--- src/rtl/subca_ser_if.sv ---
`default_nettype none
// ============================================================================
//  Module      : subca_ser_if
//  Description : Request/result bundle for the bit-serial subtractor.
//                Carries ovf only when SUBCA_SER_OVF_EN is defined.
//  Revision    : 1.0  initial release
// ============================================================================
interface subca_ser_if #(
  parameter int W = 4
);
  logic         start;
  logic [W-1:0] a;
  logic [W-1:0] b;
  logic         bin;
  logic         busy;
  logic         done;
  logic [W-1:0] q;
  logic         bout;
`ifdef SUBCA_SER_OVF_EN
  logic         ovf;

  modport master (output start, a, b, bin, input busy, done, q, bout, ovf);
  modport slave  (input start, a, b, bin, output busy, done, q, bout, ovf);
`else
  modport master (output start, a, b, bin, input busy, done, q, bout);
  modport slave  (input start, a, b, bin, output busy, done, q, bout);
`endif
endinterface
`default_nettype wire

--- src/rtl/subca_ser.sv ---
`default_nettype none
// ============================================================================
//  Module      : subca_ser
//  Description : Bit-serial W-bit subtractor, q = a - b - bin, LSB first.
//                Optional signed-overflow flag enabled by SUBCA_SER_OVF_EN.
//  Revision    : 1.0  initial release
// ============================================================================
module subca_ser #(
  parameter int W = 4
) (
  input  wire logic  ck,
  input  wire logic  rst_n,
  subca_ser_if.slave bus
);

  localparam int c_cw = (W > 1) ? $clog2(W) : 1;
  localparam logic [c_cw-1:0] c_last = c_cw'(W - 1);

  typedef enum logic [0:0] {
    IDLE = 1'b0,
    RUN  = 1'b1
  } state_t;

  state_t          r_state;
  state_t          w_state_nx;
  logic            w_load;
  logic            w_fin;
  logic            w_d;
  logic            w_br_nx;
  logic [W-1:0]    w_res_nx;

  logic [c_cw-1:0] r_cnt;
  logic [W-1:0]    r_a;
  logic [W-1:0]    r_b;
  logic            r_br;
  logic [W-2:0]    r_res;
  logic [W-1:0]    r_q;
  logic            r_bout;
  logic            r_busy;
  logic            r_done;

  always_ff @(posedge ck or negedge rst_n) begin
    if (!rst_n) begin
      r_state <= IDLE;
    end else begin
      r_state <= w_state_nx;
    end
  end

  always_comb begin
    w_state_nx = r_state;
    w_load     = 1'b0;
    w_fin      = 1'b0;
    case (r_state)
      IDLE: begin
        if (bus.start) begin
          w_state_nx = RUN;
          w_load     = 1'b1;
        end
      end
      RUN: begin
        if (r_cnt == c_last) begin
          w_state_nx = IDLE;
          w_fin      = 1'b1;
        end
      end
      default: w_state_nx = IDLE;
    endcase
  end

  // One full-subtractor bit per cycle; the difference enters from the MSB so
  // after W cycles the first (LSB) difference bit has reached bit 0.
  assign w_d      = r_a[0] ^ r_b[0] ^ r_br;
  assign w_br_nx  = (~r_a[0] & r_b[0]) | (~(r_a[0] ^ r_b[0]) & r_br);
  assign w_res_nx = {w_d, r_res};

  always_ff @(posedge ck or negedge rst_n) begin
    if (!rst_n) begin
      r_cnt  <= '0;
      r_a    <= '0;
      r_b    <= '0;
      r_br   <= 1'b0;
      r_res  <= '0;
      r_q    <= '0;
      r_bout <= 1'b0;
      r_busy <= 1'b0;
      r_done <= 1'b0;
    end else begin
      r_busy <= (w_state_nx == RUN);
      r_done <= w_fin;
      if (w_load) begin
        r_a   <= bus.a;
        r_b   <= bus.b;
        r_br  <= bus.bin;
        r_res <= '0;
        r_cnt <= '0;
      end else if (r_state == RUN) begin
        r_a   <= r_a >> 1;
        r_b   <= r_b >> 1;
        r_br  <= w_br_nx;
        r_res <= w_res_nx[W-1:1];
        r_cnt <= r_cnt + 1'b1;
        if (w_fin) begin
          r_q    <= w_res_nx;
          r_bout <= w_br_nx;
        end
      end
    end
  end

`ifdef SUBCA_SER_OVF_EN
  logic r_sa;
  logic r_sb;
  logic r_ovf;

  // Operand sign bits are shifted out during RUN, so they are kept aside.
  always_ff @(posedge ck or negedge rst_n) begin
    if (!rst_n) begin
      r_sa  <= 1'b0;
      r_sb  <= 1'b0;
      r_ovf <= 1'b0;
    end else begin
      if (w_load) begin
        r_sa <= bus.a[W-1];
        r_sb <= bus.b[W-1];
      end
      if (w_fin) begin
        r_ovf <= (r_sa ^ r_sb) & (w_d ^ r_sa);
      end
    end
  end

  assign bus.ovf = r_ovf;
`endif

  assign bus.busy = r_busy;
  assign bus.done = r_done;
  assign bus.q    = r_q;
  assign bus.bout = r_bout;

endmodule
`default_nettype wire

--- src/flat_wrapper.sv ---
// flat-port wrapper written by rule: the top's interface ports become plain ports
module subca_ser_flat 
#(
  parameter int W = 4
)
  (ck, rst_n, bus_start, bus_a, bus_b, bus_bin, bus_busy, bus_done, bus_q, bus_bout);
  subca_ser_if #(.W(W)) bus_i ();
  input  wire logic ck;
  input  wire logic rst_n;
  input wire logic [$bits(bus_i.start)-1:0] bus_start;
  input wire logic [$bits(bus_i.a)-1:0] bus_a;
  input wire logic [$bits(bus_i.b)-1:0] bus_b;
  input wire logic [$bits(bus_i.bin)-1:0] bus_bin;
  output wire logic [$bits(bus_i.busy)-1:0] bus_busy;
  output wire logic [$bits(bus_i.done)-1:0] bus_done;
  output wire logic [$bits(bus_i.q)-1:0] bus_q;
  output wire logic [$bits(bus_i.bout)-1:0] bus_bout;
  assign bus_i.start = bus_start;
  assign bus_i.a = bus_a;
  assign bus_i.b = bus_b;
  assign bus_i.bin = bus_bin;
  assign bus_busy = bus_i.busy;
  assign bus_done = bus_i.done;
  assign bus_q = bus_i.q;
  assign bus_bout = bus_i.bout;
  subca_ser #(.W(W)) u_core (.ck(ck), .rst_n(rst_n), .bus(bus_i));
endmodule
--- config.mk ---
export PLATFORM = sky130hd
export DESIGN_NAME = subca_ser_flat
export DESIGN_NICKNAME = d
export VERILOG_FILES = /design/src/rtl/subca_ser_if.sv /design/src/rtl/subca_ser.sv /design/src/flat_wrapper.sv
export SDC_FILE = /design/constraint.sdc
export NUM_CORES = 1
export LEC_CHECK = 0
export ABC_AREA = 1
export ABC_CLOCK_PERIOD_IN_PS = 2400
export CAP_MARGIN = 10
export CORE_MARGIN = 3
export CORE_UTILIZATION = 41
export CTS_CLUSTER_DIAMETER = 150
export DETAILED_ROUTE_END_ITERATION = 16
export GPL_ROUTABILITY_DRIVEN = 0
export HOLD_SLACK_MARGIN = 0.02
export PLACE_DENSITY = 0.74
export SLEW_MARGIN = 20
export SYNTH_ARGS = -nofsm -noshare
export SYNTH_HDL_FRONTEND = slang
export SYNTH_SLANG_ARGS = --single-unit
export TNS_END_PERCENT = 1
--- constraint.sdc ---
create_clock -name ck -period 2.4 [get_ports ck]
set_input_delay 0.48 -clock ck [delete_from_list [all_inputs] [get_ports ck]]
set_output_delay 0.48 -clock ck [all_outputs]
set_load 0.05 [all_outputs]
==> qor.yml <==
skew_ns: 0.000607
n_antenna_cell: 0
leakage_nw: 0.535
power_density_nw_per_um2: 1250
fin_nets: 129
worst_slew_pin_slew_ns: 0.496
drv_slew: 0
hpwl_um: 1070
rows: 16
core_area_um2: 2000
synth_xor_area_share_pct: 0
required_ns: 1.92
cts_buffers: 3
post_cts_resized: 0
fmax_mhz: 511
clk_pin_slew_worst_paths_ns: 0.11
fp.dieW_um: 52.6
crit_path_start_kind: "flip-flop"
synth_cell_type_count: 14
avgSynthCellArea_um2: 9.46
syn_to_final_growth_pct: 24.8
hold_path.class: "reg -> reg"
hold_viol: 0
routed_wl_um: 1490
rsz0062_at_grt: "false"
track_usage_pct: 12.4
grt_start_max_net_pins: 22
synth-compound-area-share_pct: 4.50
final_common_cell: "nand2_1"
synthSimpleGateAreaFrac_pct: 25.5
clkLatencyLatePin_ns: 0.30
ys_top_cells_by_area: "dfrtp_1 (59%), nand2_1 (14%), nand3_1 (9.0%), o21ai_1 (4.5%), buf_6 (2.5%)"
muxShareOfSynthArea_pct: 0
synth_top_family_by_area: "simple AND/OR/NAND/NOR gates"
io_buffers: 18
ys_warn_count: 0
yosysSeqAreaShare_pct: 59.1
setup.worst_path.class: "reg -> out"
worst_ep_arrival_time_ns: 1.48
drcViolationCount: 0
cts_tree: "yes"
drt-initial-drc-count: 16
period_share_pct: 81.5
setup_tns_ns: 0
clockPowerShare_pct: 12.1
ant_nets: 0
outcome: "finished, final reports clean"
synth-seq-cells: 21
setup-violations-final: 0
drv_cap: 0
worstPathMaxFanout: 2
cts_setup_buffers: 0
dpl-instance-area_um2: 1080
drive_gt1_share_pct: 7.89
htree_levels: 1
peakVddDrop_v: 0.000492
end_kind: "primary output"
cp_top_family: "buffers and inverters"
clock-sinks: 21
crit_chain: "clkdlybuf4s50_1"
vias: 653
fill_cells: 193
io_pins: 19
seq_area_um2: 526
start_util_pct: 44.4
slowest_delay_ns: 0.81
final_design_area_no_fill_um2: 1110
mostFrequentLayoutCells: "nand2_1 (32), dfrtp_1 (21), clkdlybuf4s50_1 (18), nand3_1 (16), o21ai_1 (8)"
period_needed_ns: 1.96
cts_root_buf: "clkbuf_4"
die-area_um2: 2760
drtPass1Iterations: 4
p_comb_share_pct: 46.3
cp_slowest_cell: "clkdlybuf4s50_1"
power_frac_seq_pct: 41.5
multi_input_area_um2: 299
synth.largest_area_cell: "dfrtp_1"
path_buf_inv: 1
internal_power_w: 0.000792
via_per_inst: 4.63
die_h_um: 52.6
routedWlPerCell_um: 10.5
swShare_pct: 43.0
syn-instance-count: 94
antenna_found_initial: 0
grt_pass1_vias: 568
slew_headroom_pct: 66.8
grt_pass1_wl_um: 2450
syn_area_um2: 890
yosysTopAreaCellShare_pct: 59.1
syn_nets: 108
grt-ovfl-total: 0
cts_hold_buf: 0
p_sw_w: 0.000599
cts_buffer_depth: 2
yosys.area_share.adder_pct: 3.66
cells in the mapped netlist (all sizes together):
| cell type | number |
|---|---|
| buf | 4 |
| dfrtp | 21 |
| fa | 1 |
| ha | 1 |
| inv | 8 |
| nand2 | 33 |
| nand3 | 16 |
| nor2 | 2 |
| o21ai | 8 |
power by group through the flow:
stage | clock network [W] | logic [W] | registers (W)
2_1_floorplan | 0 | 0.000313 | 0.000750
3_3_place_gp | 0 | 0.000637 | 0.000580
3_5_place_dp | 0 | 0.000649 | 0.000585
4_1_cts | 0.000178 | 0.000652 | 0.000578
5_1_grt | 0.000188 | 0.000718 | 0.000595
6_report | 0.000169 | 0.000645 | 0.000578
final cells by class:
cell class | instances | area share [%]
Sequential cell | 21 | 47.4
Inverter | 8 | 2.71
Clock buffer | 4 | 2.37
Timing Repair Buffer | 20 | 17.6
Multi-Input combinational cell | 61 | 26.9
Tap cell | 27 | 3.04
worst min-delay path, stage by stage (launching register included):
cell and delay, ns:
dfrtp_1 0.36, nand2_1 0.06, nand2_1 0.05
metrics by stage:
| step | power (W) | setup WS, ns | std cells | hold WS [ns] | util, % |
|---|---|---|---|---|---|
| 3_5_place_dp | 0.00123 | 0.688 | 137 | 0.461 | 54.1 |
| 5_1_grt | 0.00150 | 0.381 | 141 | 0.524 | 55.4 |
| 4_1_cts | 0.00141 | 0.423 | 141 | 0.489 | 55.4 |
| 3_3_place_gp | 0.00122 | 0.746 | 137 | 0.458 | 54.1 |
| 6_report | 0.00139 | 0.443 | 141 | 0.487 | 55.4 |
| 2_1_floorplan | 0.00106 | 1.10 | 94 | 0.184 | - |
sequential cells by signal, indices dropped and copies added, names as in the netlist:
signal and cells:
u_core.bus.q 4, u_core.r_a 4, u_core.r_b 4, u_core.r_res 3, u_core.r_cnt 2, u_core.bus.bout 1, u_core.bus.done 1, u_core.r_br 1
u_core.r_state 1
logic make-up (layout without fill, tap and decap cells):
family / after synthesis / in the layout
AO/OA/AOI/OAI: 8 / 8
adder cells (fa/ha/maj): 2 / 2
buffers and inverters: 12 / 32
flip-flops: 21 / 21
AND/OR/NAND/NOR: 51 / 51
path summary, 6_finish.rpt:
path	from	to	slack, ns	depth (start not counted)
worst min register to register	u_core.r_a[3]	u_core.r_a[3]	0.49	2
min in group asynchronous	rst_n	u_core.bus.q[1]	0.51	2
worst min-delay path	u_core.r_a[3]	u_core.r_a[3]	0.49	2
worst max register to register	u_core.r_b[0]	u_core.bus.q[3]	1.22	4
max in group asynchronous	rst_n	u_core.bus.bout	1.68	2
worst max-delay path	u_core.r_state	bus_busy	0.44	1
routing by layer:
metal / track usage, % / share of wire, % / up-vias / routed length, µm
met3: 2.56 / 5.5 / 2 / 81
met2: 19.0 / 43 / 17 / 645
met5: 0 / 0 / - / 0
met1: 16.0 / 48 / 297 / 720
met4: 7.66 / 2.6 / 0 / 38
li1: - / - / 337 / -
Power figures use the tool's default switching activity.
